===== config.mk =====
export PLATFORM = sky130hd
export DESIGN_NAME = dm_access_ctrl_flat
export DESIGN_NICKNAME = d
export VERILOG_FILES = /design/src/rtl/dm_access_ctrl_if.sv /design/src/rtl/dm_access_ctrl.sv /design/src/flat_wrapper.sv
export SDC_FILE = /design/constraint.sdc
export NUM_CORES = 1
export LEC_CHECK = 0
export CAP_MARGIN = 30
export CORE_MARGIN = 2
export CORE_UTILIZATION = 39
export DETAILED_ROUTE_END_ITERATION = 12
export DONT_BUFFER_PORTS = 1
export GPL_ROUTABILITY_DRIVEN = 0
export GPL_TIMING_DRIVEN = 0
export PLACE_DENSITY = 0.51
export SETUP_SLACK_MARGIN = 0.2
export SLEW_MARGIN = 25
export SYNTH_ARGS = -nofsm -noshare
export SYNTH_HDL_FRONTEND = slang
export SYNTH_SLANG_ARGS = --single-unit

===== constraint.sdc =====
create_clock -name clk -period 6.19 [get_ports clk]
set_clock_uncertainty 0.2 [all_clocks]
set_input_delay 1.238 -clock clk [delete_from_list [all_inputs] [get_ports clk]]
set_output_delay 1.238 -clock clk [all_outputs]
set_load 0.005 [all_outputs]

===== src/rtl/dm_access_ctrl_if.sv =====
// Bus bundle for dm_access_ctrl: CPU port, debug/loader port, data-memory side and stack pointer.
// DM_ACCESS_CTRL_SP_SET_EN adds the sp_set/sp_set_val stack-pointer load inputs.
`timescale 1ns/1ps

interface dm_access_ctrl_if #(
  parameter int unsigned ADDR_W = 9,
  parameter int unsigned DATA_W = 16
) ();
  logic              cpu_req;
  logic [1:0]        cpu_op;
  logic [ADDR_W-1:0] cpu_addr;
  logic [DATA_W-1:0] cpu_wdata;
  logic              cpu_ack;
  logic [DATA_W-1:0] cpu_rdata;
  logic              cpu_err;

  logic              dbg_req;
  logic              dbg_we;
  logic [ADDR_W-1:0] dbg_addr;
  logic [DATA_W-1:0] dbg_wdata;
  logic              dbg_ack;
  logic [DATA_W-1:0] dbg_rdata;

  logic              dm_load;
  logic              dm_store;
  logic              dm_push;
  logic              dm_pop;
  logic [ADDR_W-1:0] dm_address;
  logic [15:0]       dm_sp;
  logic [DATA_W-1:0] dm_rez;
  logic [DATA_W-1:0] dm_data_out;

  logic [15:0]       sp;

`ifdef DM_ACCESS_CTRL_SP_SET_EN
  logic              sp_set;
  logic [15:0]       sp_set_val;
`endif

  // Controller side
  modport slave (
`ifdef DM_ACCESS_CTRL_SP_SET_EN
    input  sp_set,
    input  sp_set_val,
`endif
    input  cpu_req, cpu_op, cpu_addr, cpu_wdata,
    input  dbg_req, dbg_we, dbg_addr, dbg_wdata,
    input  dm_data_out,
    output cpu_ack, cpu_rdata, cpu_err,
    output dbg_ack, dbg_rdata,
    output dm_load, dm_store, dm_push, dm_pop, dm_address, dm_sp, dm_rez,
    output sp
  );

  // Requester / memory side
  modport master (
`ifdef DM_ACCESS_CTRL_SP_SET_EN
    output sp_set,
    output sp_set_val,
`endif
    output cpu_req, cpu_op, cpu_addr, cpu_wdata,
    output dbg_req, dbg_we, dbg_addr, dbg_wdata,
    output dm_data_out,
    input  cpu_ack, cpu_rdata, cpu_err,
    input  dbg_ack, dbg_rdata,
    input  dm_load, dm_store, dm_push, dm_pop, dm_address, dm_sp, dm_rez,
    input  sp
  );
endinterface


===== src/rtl/dm_access_ctrl.sv =====
// Data-memory access sequencer: round-robin CPU/debug arbitration, stack pointer ownership,
// single-cycle strobes and read-latency wait. Optional macro: DM_ACCESS_CTRL_SP_SET_EN.
`timescale 1ns/1ps

module dm_access_ctrl #(
  parameter int unsigned ADDR_W   = 9,
  parameter int unsigned DATA_W   = 16,
  parameter logic [15:0] SP_RESET = 16'd512,
  parameter logic [15:0] SP_LIMIT = 16'd256,
  parameter int unsigned READ_LAT = 1
) (
  input logic             clk,
  input logic             rst,
  dm_access_ctrl_if.slave bus
);

  typedef enum logic [1:0] {StIdle, StIssue, StWait, StResp} state_e;

  localparam logic [1:0] OpLoad  = 2'b00;
  localparam logic [1:0] OpStore = 2'b01;
  localparam logic [1:0] OpPush  = 2'b10;
  localparam logic [1:0] OpPop   = 2'b11;

  state_e            r_state;
  state_e            w_state_d;
  logic              r_ptr_dbg;
  logic              r_gnt_dbg;
  logic              r_err;
  logic [1:0]        r_op;
  logic [1:0]        r_wait_cnt;
  logic [15:0]       r_sp;
  logic [ADDR_W-1:0] r_dm_address;
  logic [15:0]       r_dm_sp;
  logic [DATA_W-1:0] r_dm_rez;
  logic [DATA_W-1:0] r_cpu_rdata;
  logic [DATA_W-1:0] r_dbg_rdata;

  logic              w_sp_set;
  logic              w_sel_dbg;
  logic              w_grant;
  logic              w_stack_err;
  logic              w_is_read;
  logic [1:0]        w_op;
  logic [ADDR_W-1:0] w_addr;
  logic [DATA_W-1:0] w_wdata;
  logic              w_cpu_ack;
  logic              w_dbg_ack;
  logic              w_cpu_err;
  logic              w_issue;

`ifdef DM_ACCESS_CTRL_SP_SET_EN
  assign w_sp_set = bus.sp_set;
`else
  assign w_sp_set = 1'b0;
`endif

  // Debug port maps onto load/store; it can never push or pop.
  always_comb begin
    w_sel_dbg   = bus.dbg_req && (!bus.cpu_req || r_ptr_dbg);
    w_op        = w_sel_dbg ? {1'b0, bus.dbg_we} : bus.cpu_op;
    w_addr      = w_sel_dbg ? bus.dbg_addr : bus.cpu_addr;
    w_wdata     = w_sel_dbg ? bus.dbg_wdata : bus.cpu_wdata;
    w_stack_err = ((w_op == OpPush) && (r_sp == SP_LIMIT)) ||
                  ((w_op == OpPop) && (r_sp == SP_RESET));
    w_is_read   = (r_op == OpLoad) || (r_op == OpPop);
  end

  always_comb begin
    w_state_d = r_state;
    w_grant   = 1'b0;
    w_cpu_ack = 1'b0;
    w_dbg_ack = 1'b0;
    w_cpu_err = 1'b0;
    w_issue   = 1'b0;
    unique case (r_state)
      StIdle: begin
        if (!w_sp_set && (bus.cpu_req || bus.dbg_req)) begin
          w_grant   = 1'b1;
          w_state_d = w_stack_err ? StResp : StIssue;
        end
      end
      StIssue: begin
        w_issue   = 1'b1;
        w_state_d = w_is_read ? StWait : StResp;
      end
      StWait: begin
        if (r_wait_cnt == 2'd0) w_state_d = StResp;
      end
      StResp: begin
        w_cpu_ack = !r_gnt_dbg;
        w_dbg_ack = r_gnt_dbg;
        w_cpu_err = !r_gnt_dbg && r_err;
        w_state_d = StIdle;
      end
      default: w_state_d = StIdle;
    endcase
  end

  always_ff @(posedge clk) begin
    if (rst) begin
      r_state <= StIdle;
    end else begin
      r_state <= w_state_d;
    end
  end

  always_ff @(posedge clk) begin
    if (rst) begin
      r_ptr_dbg    <= 1'b0;
      r_gnt_dbg    <= 1'b0;
      r_err        <= 1'b0;
      r_op         <= OpLoad;
      r_wait_cnt   <= 2'd0;
      r_sp         <= SP_RESET;
      r_dm_address <= '0;
      r_dm_sp      <= 16'd0;
      r_dm_rez     <= '0;
      r_cpu_rdata  <= '0;
      r_dbg_rdata  <= '0;
    end else begin
`ifdef DM_ACCESS_CTRL_SP_SET_EN
      if ((r_state == StIdle) && bus.sp_set) r_sp <= bus.sp_set_val;
`endif
      if (w_grant) begin
        r_gnt_dbg <= w_sel_dbg;
        r_ptr_dbg <= !w_sel_dbg;
        r_op      <= w_op;
        r_err     <= w_stack_err;
        if (!w_stack_err) begin
          unique case (w_op)
            OpLoad:  r_dm_address <= w_addr;
            OpStore: begin
              r_dm_address <= w_addr;
              r_dm_rez     <= w_wdata;
            end
            OpPush: begin
              r_dm_sp  <= r_sp - 16'd1;
              r_dm_rez <= w_wdata;
            end
            OpPop:   r_dm_sp <= r_sp;
            default: ;
          endcase
        end
      end

      if (r_state == StIssue) begin
        r_wait_cnt <= 2'(READ_LAT - 1);
      end else if ((r_state == StWait) && (r_wait_cnt != 2'd0)) begin
        r_wait_cnt <= r_wait_cnt - 2'd1;
      end

      if ((r_state == StWait) && (r_wait_cnt == 2'd0)) begin
        if (r_gnt_dbg) r_dbg_rdata <= bus.dm_data_out;
        else           r_cpu_rdata <= bus.dm_data_out;
      end

      // Stack errors enter RESP straight from IDLE and leave sp untouched.
      if ((w_state_d == StResp) && (r_state != StIdle) && (r_state != StResp)) begin
        if (r_op == OpPush)     r_sp <= r_sp - 16'd1;
        else if (r_op == OpPop) r_sp <= r_sp + 16'd1;
      end
    end
  end

  assign bus.dm_load    = w_issue && (r_op == OpLoad);
  assign bus.dm_store   = w_issue && (r_op == OpStore);
  assign bus.dm_push    = w_issue && (r_op == OpPush);
  assign bus.dm_pop     = w_issue && (r_op == OpPop);
  assign bus.dm_address = r_dm_address;
  assign bus.dm_sp      = r_dm_sp;
  assign bus.dm_rez     = r_dm_rez;
  assign bus.cpu_ack    = w_cpu_ack;
  assign bus.cpu_err    = w_cpu_err;
  assign bus.cpu_rdata  = r_cpu_rdata;
  assign bus.dbg_ack    = w_dbg_ack;
  assign bus.dbg_rdata  = r_dbg_rdata;
  assign bus.sp         = r_sp;

endmodule


===== src/flat_wrapper.sv =====
// flat-port wrapper written by rule: the top's interface ports become plain ports
module dm_access_ctrl_flat 
#(
  parameter int unsigned ADDR_W   = 9,
  parameter int unsigned DATA_W   = 16,
  parameter logic [15:0] SP_RESET = 16'd512,
  parameter logic [15:0] SP_LIMIT = 16'd256,
  parameter int unsigned READ_LAT = 1
)
  (clk, rst, bus_cpu_req, bus_cpu_op, bus_cpu_addr, bus_cpu_wdata, bus_dbg_req, bus_dbg_we, bus_dbg_addr, bus_dbg_wdata, bus_dm_data_out, bus_cpu_ack, bus_cpu_rdata, bus_cpu_err, bus_dbg_ack, bus_dbg_rdata, bus_dm_load, bus_dm_store, bus_dm_push, bus_dm_pop, bus_dm_address, bus_dm_sp, bus_dm_rez, bus_sp);
  dm_access_ctrl_if #(.ADDR_W(ADDR_W), .DATA_W(DATA_W)) bus_i ();
  input logic clk;
  input logic rst;
  input wire logic [$bits(bus_i.cpu_req)-1:0] bus_cpu_req;
  input wire logic [$bits(bus_i.cpu_op)-1:0] bus_cpu_op;
  input wire logic [$bits(bus_i.cpu_addr)-1:0] bus_cpu_addr;
  input wire logic [$bits(bus_i.cpu_wdata)-1:0] bus_cpu_wdata;
  input wire logic [$bits(bus_i.dbg_req)-1:0] bus_dbg_req;
  input wire logic [$bits(bus_i.dbg_we)-1:0] bus_dbg_we;
  input wire logic [$bits(bus_i.dbg_addr)-1:0] bus_dbg_addr;
  input wire logic [$bits(bus_i.dbg_wdata)-1:0] bus_dbg_wdata;
  input wire logic [$bits(bus_i.dm_data_out)-1:0] bus_dm_data_out;
  output wire logic [$bits(bus_i.cpu_ack)-1:0] bus_cpu_ack;
  output wire logic [$bits(bus_i.cpu_rdata)-1:0] bus_cpu_rdata;
  output wire logic [$bits(bus_i.cpu_err)-1:0] bus_cpu_err;
  output wire logic [$bits(bus_i.dbg_ack)-1:0] bus_dbg_ack;
  output wire logic [$bits(bus_i.dbg_rdata)-1:0] bus_dbg_rdata;
  output wire logic [$bits(bus_i.dm_load)-1:0] bus_dm_load;
  output wire logic [$bits(bus_i.dm_store)-1:0] bus_dm_store;
  output wire logic [$bits(bus_i.dm_push)-1:0] bus_dm_push;
  output wire logic [$bits(bus_i.dm_pop)-1:0] bus_dm_pop;
  output wire logic [$bits(bus_i.dm_address)-1:0] bus_dm_address;
  output wire logic [$bits(bus_i.dm_sp)-1:0] bus_dm_sp;
  output wire logic [$bits(bus_i.dm_rez)-1:0] bus_dm_rez;
  output wire logic [$bits(bus_i.sp)-1:0] bus_sp;
  assign bus_i.cpu_req = bus_cpu_req;
  assign bus_i.cpu_op = bus_cpu_op;
  assign bus_i.cpu_addr = bus_cpu_addr;
  assign bus_i.cpu_wdata = bus_cpu_wdata;
  assign bus_i.dbg_req = bus_dbg_req;
  assign bus_i.dbg_we = bus_dbg_we;
  assign bus_i.dbg_addr = bus_dbg_addr;
  assign bus_i.dbg_wdata = bus_dbg_wdata;
  assign bus_i.dm_data_out = bus_dm_data_out;
  assign bus_cpu_ack = bus_i.cpu_ack;
  assign bus_cpu_rdata = bus_i.cpu_rdata;
  assign bus_cpu_err = bus_i.cpu_err;
  assign bus_dbg_ack = bus_i.dbg_ack;
  assign bus_dbg_rdata = bus_i.dbg_rdata;
  assign bus_dm_load = bus_i.dm_load;
  assign bus_dm_store = bus_i.dm_store;
  assign bus_dm_push = bus_i.dm_push;
  assign bus_dm_pop = bus_i.dm_pop;
  assign bus_dm_address = bus_i.dm_address;
  assign bus_dm_sp = bus_i.dm_sp;
  assign bus_dm_rez = bus_i.dm_rez;
  assign bus_sp = bus_i.sp;
  dm_access_ctrl #(.ADDR_W(ADDR_W), .DATA_W(DATA_W), .SP_RESET(SP_RESET), .SP_LIMIT(SP_LIMIT), .READ_LAT(READ_LAT)) u_core (.clk(clk), .rst(rst), .bus(bus_i));
endmodule

==> impl_results.md, run 1 <==
- Status: finished clean
- Pwr dens: 344.8 nW/um^2
- Latest clock arrival within the worst-skew pair: 340 ps
- Number of instances in the synthesized netlist: 581
- Number of clock buffers inserted by TritonCTS: 9
- Reg-to-reg startpoint: u_core.r_ptr_dbg
- Yosys reg bits: 98
- Clock slew at the register clock pins of the worst setup and hold paths: 80 ps
- 1st-pass router iterations: 4
- Required time of the critical path: 6190 ps
- Final worst hold slack: 276.9 ps
- Final count of negative-setup-slack endpoints: 0
- Yosys warns: 0
- Delay contributed by the slowest stage of the critical path: 540 ps
- Count of instances resized after the clock tree is built: 0
- Data arrival at the endpoint of the critical path: 4300 ps
- Max-cap violation count: 0
- Max frequency: 232.6 MHz
- Headroom to the max-slew limit: 52.66%
- Number of nets produced by synthesis: 667
- Routed wire per std cell: 17.71 um
- Worst hold start: u_core.bus.cpu_rdata[15]
- Count of final max-slew check failures: 0
- Final Cycle Share: 69.46%
- Vias per Instance: 5.430
- All-Layer GR Usage: 20.30%
- Ports placed on the boundary: 169
- Placed wire-length estimate: 10.29 mm
- Number of cells in the design after placement: 749
- Detail Route Antenna Nets: 0
- Global-route wire length before repair: 21.12 mm
- Setup slack on the worst flop-to-flop path: 2440 ps
- Initial cell density of the core: 40.04%
- Layout net count: 678
- Total grt overflow: 0
- Syn Std Cell Area: 4830 um^2
- Proportion of register bits with asynchronous set or reset after synthesis: 0%
- Die Area: 13290 um^2
- Number of antenna violations at the first check in global routing: 0
- Clock tree from TritonCTS: yes
- Setup repair bufs after CTS: 0
- Pin count of the biggest net entering global routing: 20
- Count of unresolved DRC violations after routing: 0
- Largest vdd supply drop: 0.1410 mV
- Critical-path maximum fanout: 10
- Number of rows created at floorplan: 40
- Cell with the largest stage delay on the worst path: sky130_fd_sc_hd__a21oi_2
- ANT cells: 0
- Launching element of the worst setup path: bus_dbg_req
- Number of hold buffers added after cts: 0
- Mean Syn Cell Area: 8.313 um^2
- Transition at the pin with the smallest max-transition slack: 710.1 ps
- Placeable core area: 12060 um^2
- Bufs on Longest Clock Path: 2
- Finished Core Util: 44.28%
- Fillcell total: 1244
- Sequential cell area fraction in the yosys report: 40.62%
- Port-buffer cells: 0
- Sum Neg Setup Slack: 0 ps
- Number of enable-type register cells in the synthesized netlist: 0
- WS Path Type: in -> reg
- Vias in the first global route: 4034
- Post-Layout Cell Count: 765
- RSZ-0062 raised after global routing: no
- Area growth, synth to finish: 10.60%
- Min-Delay Path Class: reg -> reg
- Top flip-flop cell by instance count after synthesis: sky130_fd_sc_hd__dfxtp_1
- Distinct cell type count of the synthesized netlist: 55
- Crit. End Element: flop
- CTS Root Buffer Type: sky130_fd_sc_hd__clkbuf_16
- Y dimension of the die: 115.3 um
- Total wirelength of the detailed-routed design: 13.55 mm
- Number of DRC violations after detailed-routing iteration 0: 218
- Final min period: 4300 ps
- Proportion of layout cells with a drive suffix above 1: 8.040%
- Final Hold Vio Count: 0
- Via count: 4154
- Worst setup slack after placement: 1535 ps
- Leakage power of the design: 1.910 nW
- Htree depth: 3
- Final worst setup slack: 1890 ps
- Clock Sinks: 98
- Die outline width: 115.3 um
- Ordered cell list for the critical path: clkbuf_1 > nand2_1 > mux2_2 > ha_1 > and3b_1 > nand2b_1 > a21oi_2 > clkbuf_1 > a211oi_1
- Startpoint Class: primary input
- Cell occurring most often along the worst timing path: sky130_fd_sc_hd__clkbuf_1
[cells by family after synthesis]
family | count (synthesis) | share of synthesized area, %
buf+inv | 59 | 5.285
xor+xnor | 26 | 4.715
flops | 98 | 40.62
mux | 23 | 4.819
compound gates | 126 | 17.80
fa+ha+maj | 13 | 3.368
simple gates | 236 | 23.39
[critical path, delay by kind of cell]
| kind | cells | cell delay [ps] |
|---|---|---|
| multiplexers | 1 | 420 |
| buffers and inverters | 2 | 750 |
| AND/OR/NAND/NOR | 3 | 850 |
| AO/OA/AOI/OAI | 2 | 690 |
| adder cells (fa/ha/maj) | 1 | 330 |
[stage by stage]
step | area (um^2) | power, mW
2_1_floorplan | 4830 | 1.181
3_3_place_gp | 5040 | 1.287
3_5_place_dp | 5051 | 1.308
4_1_cts | 5341 | 1.869
5_1_grt | 5341 | 1.966
6_report | 5341 | 1.842
[state kept, by name (all words and copies together) (netlist names)]
name / count
u_core.bus.cpu_rdata: 16
u_core.bus.sp: 16
u_core.bus.dm_rez: 16
u_core.r_state: 2
u_core.r_gnt_dbg: 1
u_core.r_err: 1
u_core.r_wait_cnt: 2
u_core.r_op: 2
u_core.bus.dbg_rdata: 16
u_core.bus.dm_sp: 16
u_core.bus.dm_address: 9
u_core.r_ptr_dbg: 1
[cell usage after synthesis (all sizes together), types with 2 or more instances]
cell type / count / share of area (%)
a2111oi: 2 / 0.36
a211oi: 32 / 6.0
a21oi: 57 / 6.0
a311oi: 11 / 2.0
and2: 10 / 1.3
and3: 4 / 0.52
buf: 11 / 1.6
clkbuf: 33 / 2.6
dfxtp: 98 / 41
ha: 13 / 3.4
inv: 15 / 1.2
mux2: 2 / 0.47
mux2i: 21 / 4.4
nand2: 92 / 7.2
nand2b: 6 / 0.78
nand3: 13 / 1.3
nand4: 2 / 0.26
nor2: 57 / 4.4
nor2b: 4 / 0.52
nor3: 11 / 1.1
nor4: 10 / 1.6
o21ai: 12 / 1.3
or2: 3 / 0.39
or3: 9 / 1.2
or3b: 2 / 0.36
or4: 5 / 0.85
or4b: 3 / 0.62
xnor2: 17 / 3.1
xor2: 9 / 1.6
[per-layer routing]
metal / vias up / global-route usage, % / routed length [um]
met5: - / 0 / 0
met4: 0 / 8.273 / 177
met2: 147 / 32.43 / 6352
met3: 12 / 6.537 / 1064
li1: 2063 / - / -
met1: 1932 / 25.37 / 5952
[final timing paths]
path                                                 end  cells past startpoint
worst min-delay path            u_core.bus.cpu_rdata[15]                      2
worst min register to register  u_core.bus.cpu_rdata[15]                      2
worst max-delay path                 u_core.bus.dm_sp[5]                      9
worst max register to register       u_core.bus.dm_sp[5]                     10
[cells in the final DEF, fill, tap and decap left out, drive strengths merged, types with 2 or more instances in the layout]
cell type	count
or2	3
nand2b	6
or4	5
xor2	9
a2111oi	2
nor2b	4
o21ai	12
dfxtp	98
mux2	2
buf	11
ha	13
nor4	10
nand3	13
nor2	57
a311oi	11
and2	10
or4b	3
a21oi	57
or3	9
nand2	92
xnor2	17
and3	4
nor3	11
inv	20
clkbuf	42
a211oi	32
nand4	2
mux2i	21
or3b	2
[layout make-up]
type / instances / area (um^2) / area share [%]
Tap cell: 168 / 210.2 / 3.935
Sequential cell: 98 / 1962 / 36.73
Multi-Input combinational cell: 424 / 2624 / 49.12
Inverter: 15 / 56.30 / 1.054
Clock inverter: 7 / 65.06 / 1.218
Buffer: 44 / 198.9 / 3.725
Clock buffer: 9 / 225.2 / 4.216
[power by group]
group | internal [mW] | total (mW) | leakage [nW] | switching [mW]
combinational | 0.177 | 0.464 | 0.972 | 0.287
sequential | 0.740 | 0.825 | 0.798 | 0.0853
clock | 0.284 | 0.552 | 0.141 | 0.269
total | 1.20 | 1.84 | 1.91 | 0.641
Note: power is estimated with default switching activity, not from simulation.
==> run 2: changes to the inputs <==
PLACE_DENSITY = 0.53   (was 0.51)
clock period = 3.89 ns   (was 6.19 ns; I/O delays follow)
==> impl_results.md, run 2 (synthesized netlist as in run 1, its figures left out) <==
- Status: finished clean
- Headroom to the max-slew limit: 49.63% (-3.0 points)
- Die Area: 13290 um^2 (unchanged)
- Routed wire per std cell: 17.45 um (-1.5%)
- Largest vdd supply drop: 0.2425 mV (+72%)
- Worst hold start: u_core.bus.dbg_rdata[0]
- Vias per Instance: 5.436 (+0.11%)
- 1st-pass router iterations: 4 (unchanged)
- Delay contributed by the slowest stage of the critical path: 630 ps (+90 ps)
- Total grt overflow: 0 (unchanged)
- Layout net count: 679 (+0.15%)
- Startpoint Class: primary input
- Placeable core area: 12060 um^2 (unchanged)
- ANT cells: 0 (unchanged)
- Number of instances on the worst hold path: 2 (unchanged)
- Sum Neg Setup Slack: 0 ps (unchanged)
- Final worst hold slack: 276.7 ps (-0.1820 ps)
- Vias in the first global route: 3925 (-2.7%)
- End of the worst register-to-register path: u_core.bus.dm_sp[14]
- RSZ-0062 raised after global routing: no
- Setup repair bufs after CTS: 0 (unchanged)
- Latest clock arrival within the worst-skew pair: 350 ps (about the same)
- Final min period: 3448 ps
- Number of antenna violations at the first check in global routing: 0 (unchanged)
- Reg-to-reg startpoint: u_core.r_ptr_dbg
- Number of hold buffers added after cts: 0 (unchanged)
- Clock Sinks: 98 (unchanged)
- Final Cycle Share: 88.64%
- Via count: 4164 (+0.24%)
- Data arrival at the endpoint of the critical path: 3510 ps (-790 ps)
- Detail Route Antenna Nets: 0 (unchanged)
- Commonest non-fill, non-tap cell in the layout: sky130_fd_sc_hd__dfxtp_1
- Y dimension of the die: 115.3 um (unchanged)
- Power after layout: 2.981 mW (+62%)
- WS Path Type: in -> reg
- Transition at the pin with the smallest max-transition slack: 754.1 ps (+43.99 ps)
- Final count of negative-setup-slack endpoints: 0 (unchanged)
- Ports placed on the boundary: 169 (unchanged)
- Crit. End Element: flop
- Final Hold Vio Count: 0 (unchanged)
- Max frequency: 290.0 MHz
- Area growth, synth to finish: 11.11%
- Crit-path leading delay family: simple AND/OR/NAND/NOR gates
- Global-route wire length before repair: 20.82 mm (-1.4%)
- CTS Root Buffer Type: sky130_fd_sc_hd__clkbuf_16
- Clock slew at the register clock pins of the worst setup and hold paths: 70 ps (about the same)
- Proportion of layout cells with a drive suffix above 1: 8.528% (+0.49 points)
- Number of DRC violations after detailed-routing iteration 0: 207 (-5.0%)
- Setup slack on the worst flop-to-flop path: 480 ps (-1960 ps)
- Number of cells on the worst reg-to-reg path: 10 (unchanged)
- Bufs on Longest Clock Path: 2 (unchanged)
- Max-cap violation count: 0 (unchanged)
- Die outline width: 115.3 um (unchanged)
- Count of final max-slew check failures: 0 (unchanged)
- Leakage power of the design: 1.928 nW (+0.93%)
- Pin count of the biggest net entering global routing: 18 (-10%)
- Min-Delay Path Class: reg -> reg
- Number of clock buffers inserted by TritonCTS: 9 (unchanged)
- Count of buffer and inverter cells on the critical path: 1 (-1)
- Htree depth: 3 (unchanged)
- Number of rows created at floorplan: 40 (unchanged)
- Fillcell total: 1246 (+0.16%)
- Ordered cell list for the critical path: clkbuf_1 > nand2_2 > mux2_2 > ha_1 > nand2b_1 > nor2_1 > or4b_2 > xnor2_1 > a211oi_1
- Initial cell density of the core: 40.04% (unchanged)
- Pwr dens: 555.5 nW/um^2 (+61%)
- Cell with the largest stage delay on the worst path: sky130_fd_sc_hd__or4b_2
- Critical-path maximum fanout: 9 (-1)
- Placed wire-length estimate: 10.12 mm (-1.7%)
- Required time of the critical path: 3960 ps (-2230 ps)
- Hold-critical path endpoint: u_core.bus.dbg_rdata[0]
- Commonest cells after routing, fill and taps aside: sky130_fd_sc_hd__dfxtp_1, sky130_fd_sc_hd__nand2_1, sky130_fd_sc_hd__nor2_1
- Port-buffer cells: 0 (unchanged)
- Clock tree from TritonCTS: yes
- All-Layer GR Usage: 20.07% (-0.24 points)
- Total wirelength of the detailed-routed design: 13.36 mm (-1.3%)
- Count of unresolved DRC violations after routing: 0 (unchanged)
## run 2: worst reg2reg max path, delay by kind of cell, from the launching register on
kind,cells,cell delay (ps)
AO/OA/AOI/OAI,1,230
XOR/XNOR,1,160
adder cells (fa/ha/maj),1,350
buffers and inverters,1,130
flip-flops,1,320
multiplexers,1,400
AND/OR/NAND/NOR,5,1530
## run 2: layout make-up
cell class	count	area (um^2)	share of cell area, %
Timing Repair Buffer	1	5.005	0.09326
Inverter	15	56.30	1.049
Clock inverter	7	77.57	1.446
Clock buffer	9	225.2	4.197
Multi-Input combinational cell	424	2629	48.99
Tap cell	168	210.2	3.917
Buffer	44	201.4	3.754
Sequential cell	98	1962	36.56
## run 2: repair_timing
item | in CTS | in global routing
gates resized for setup | 1 | 5
endpoints found under the hold margin | 0 | 0
setup endpoints to repair | 12 | 23
## run 2: worst max path at each step
stage	from	to	slack (ps)	cells after the start
2_1_floorplan	bus_cpu_req	u_core.bus.dm_address[8]	330	10
5_1_grt	bus_dbg_req	u_core.bus.dm_sp[14]	260	9
6_report	bus_dbg_req	u_core.bus.dm_sp[14]	440	9
3_5_place_dp	bus_dbg_req	u_core.bus.dm_sp[12]	-290	10
3_3_place_gp	bus_dbg_req	u_core.bus.dm_address[8]	-400	9
4_1_cts	bus_dbg_req	u_core.bus.dm_sp[12]	230	10
## run 2: metal layers
layer	share of wire [%]	global-route usage (%)	vias up
li1	-	-	2053
met1	43	25.73	1937
met2	47	31.96	155
met3	8.8	5.746	19
met4	1.5	7.871	0
met5	0	0	-
## run 2: stage by stage
step / instances / utilization, % / cell area, um^2 / setup WS (ps)
2_1_floorplan: 581 / - / 4830 / 328.9
4_1_cts: 766 / 44.45 / 5361 / 230.1
3_5_place_dp: 750 / 41.88 / 5051 / -286.1
5_1_grt: 766 / 44.49 / 5366 / 258.7
6_report: 766 / 44.49 / 5366 / 442.0
3_3_place_gp: 749 / 41.78 / 5040 / -401.4
## run 2: where the power goes
| part | internal (mW) | total, mW | leakage [nW] | switching [mW] |
|---|---|---|---|---|
| clock | 0.505 | 0.927 | 0.146 | 0.422 |
| sequential | 1.18 | 1.32 | 0.798 | 0.140 |
| combinational | 0.285 | 0.736 | 0.984 | 0.451 |
==> run 3: changes to the inputs <==
GPL_ROUTABILITY_DRIVEN = not set   (was 0)
==> results of run 3 <==
No change in the layout: final DEF, timing and power equal those of run 2.
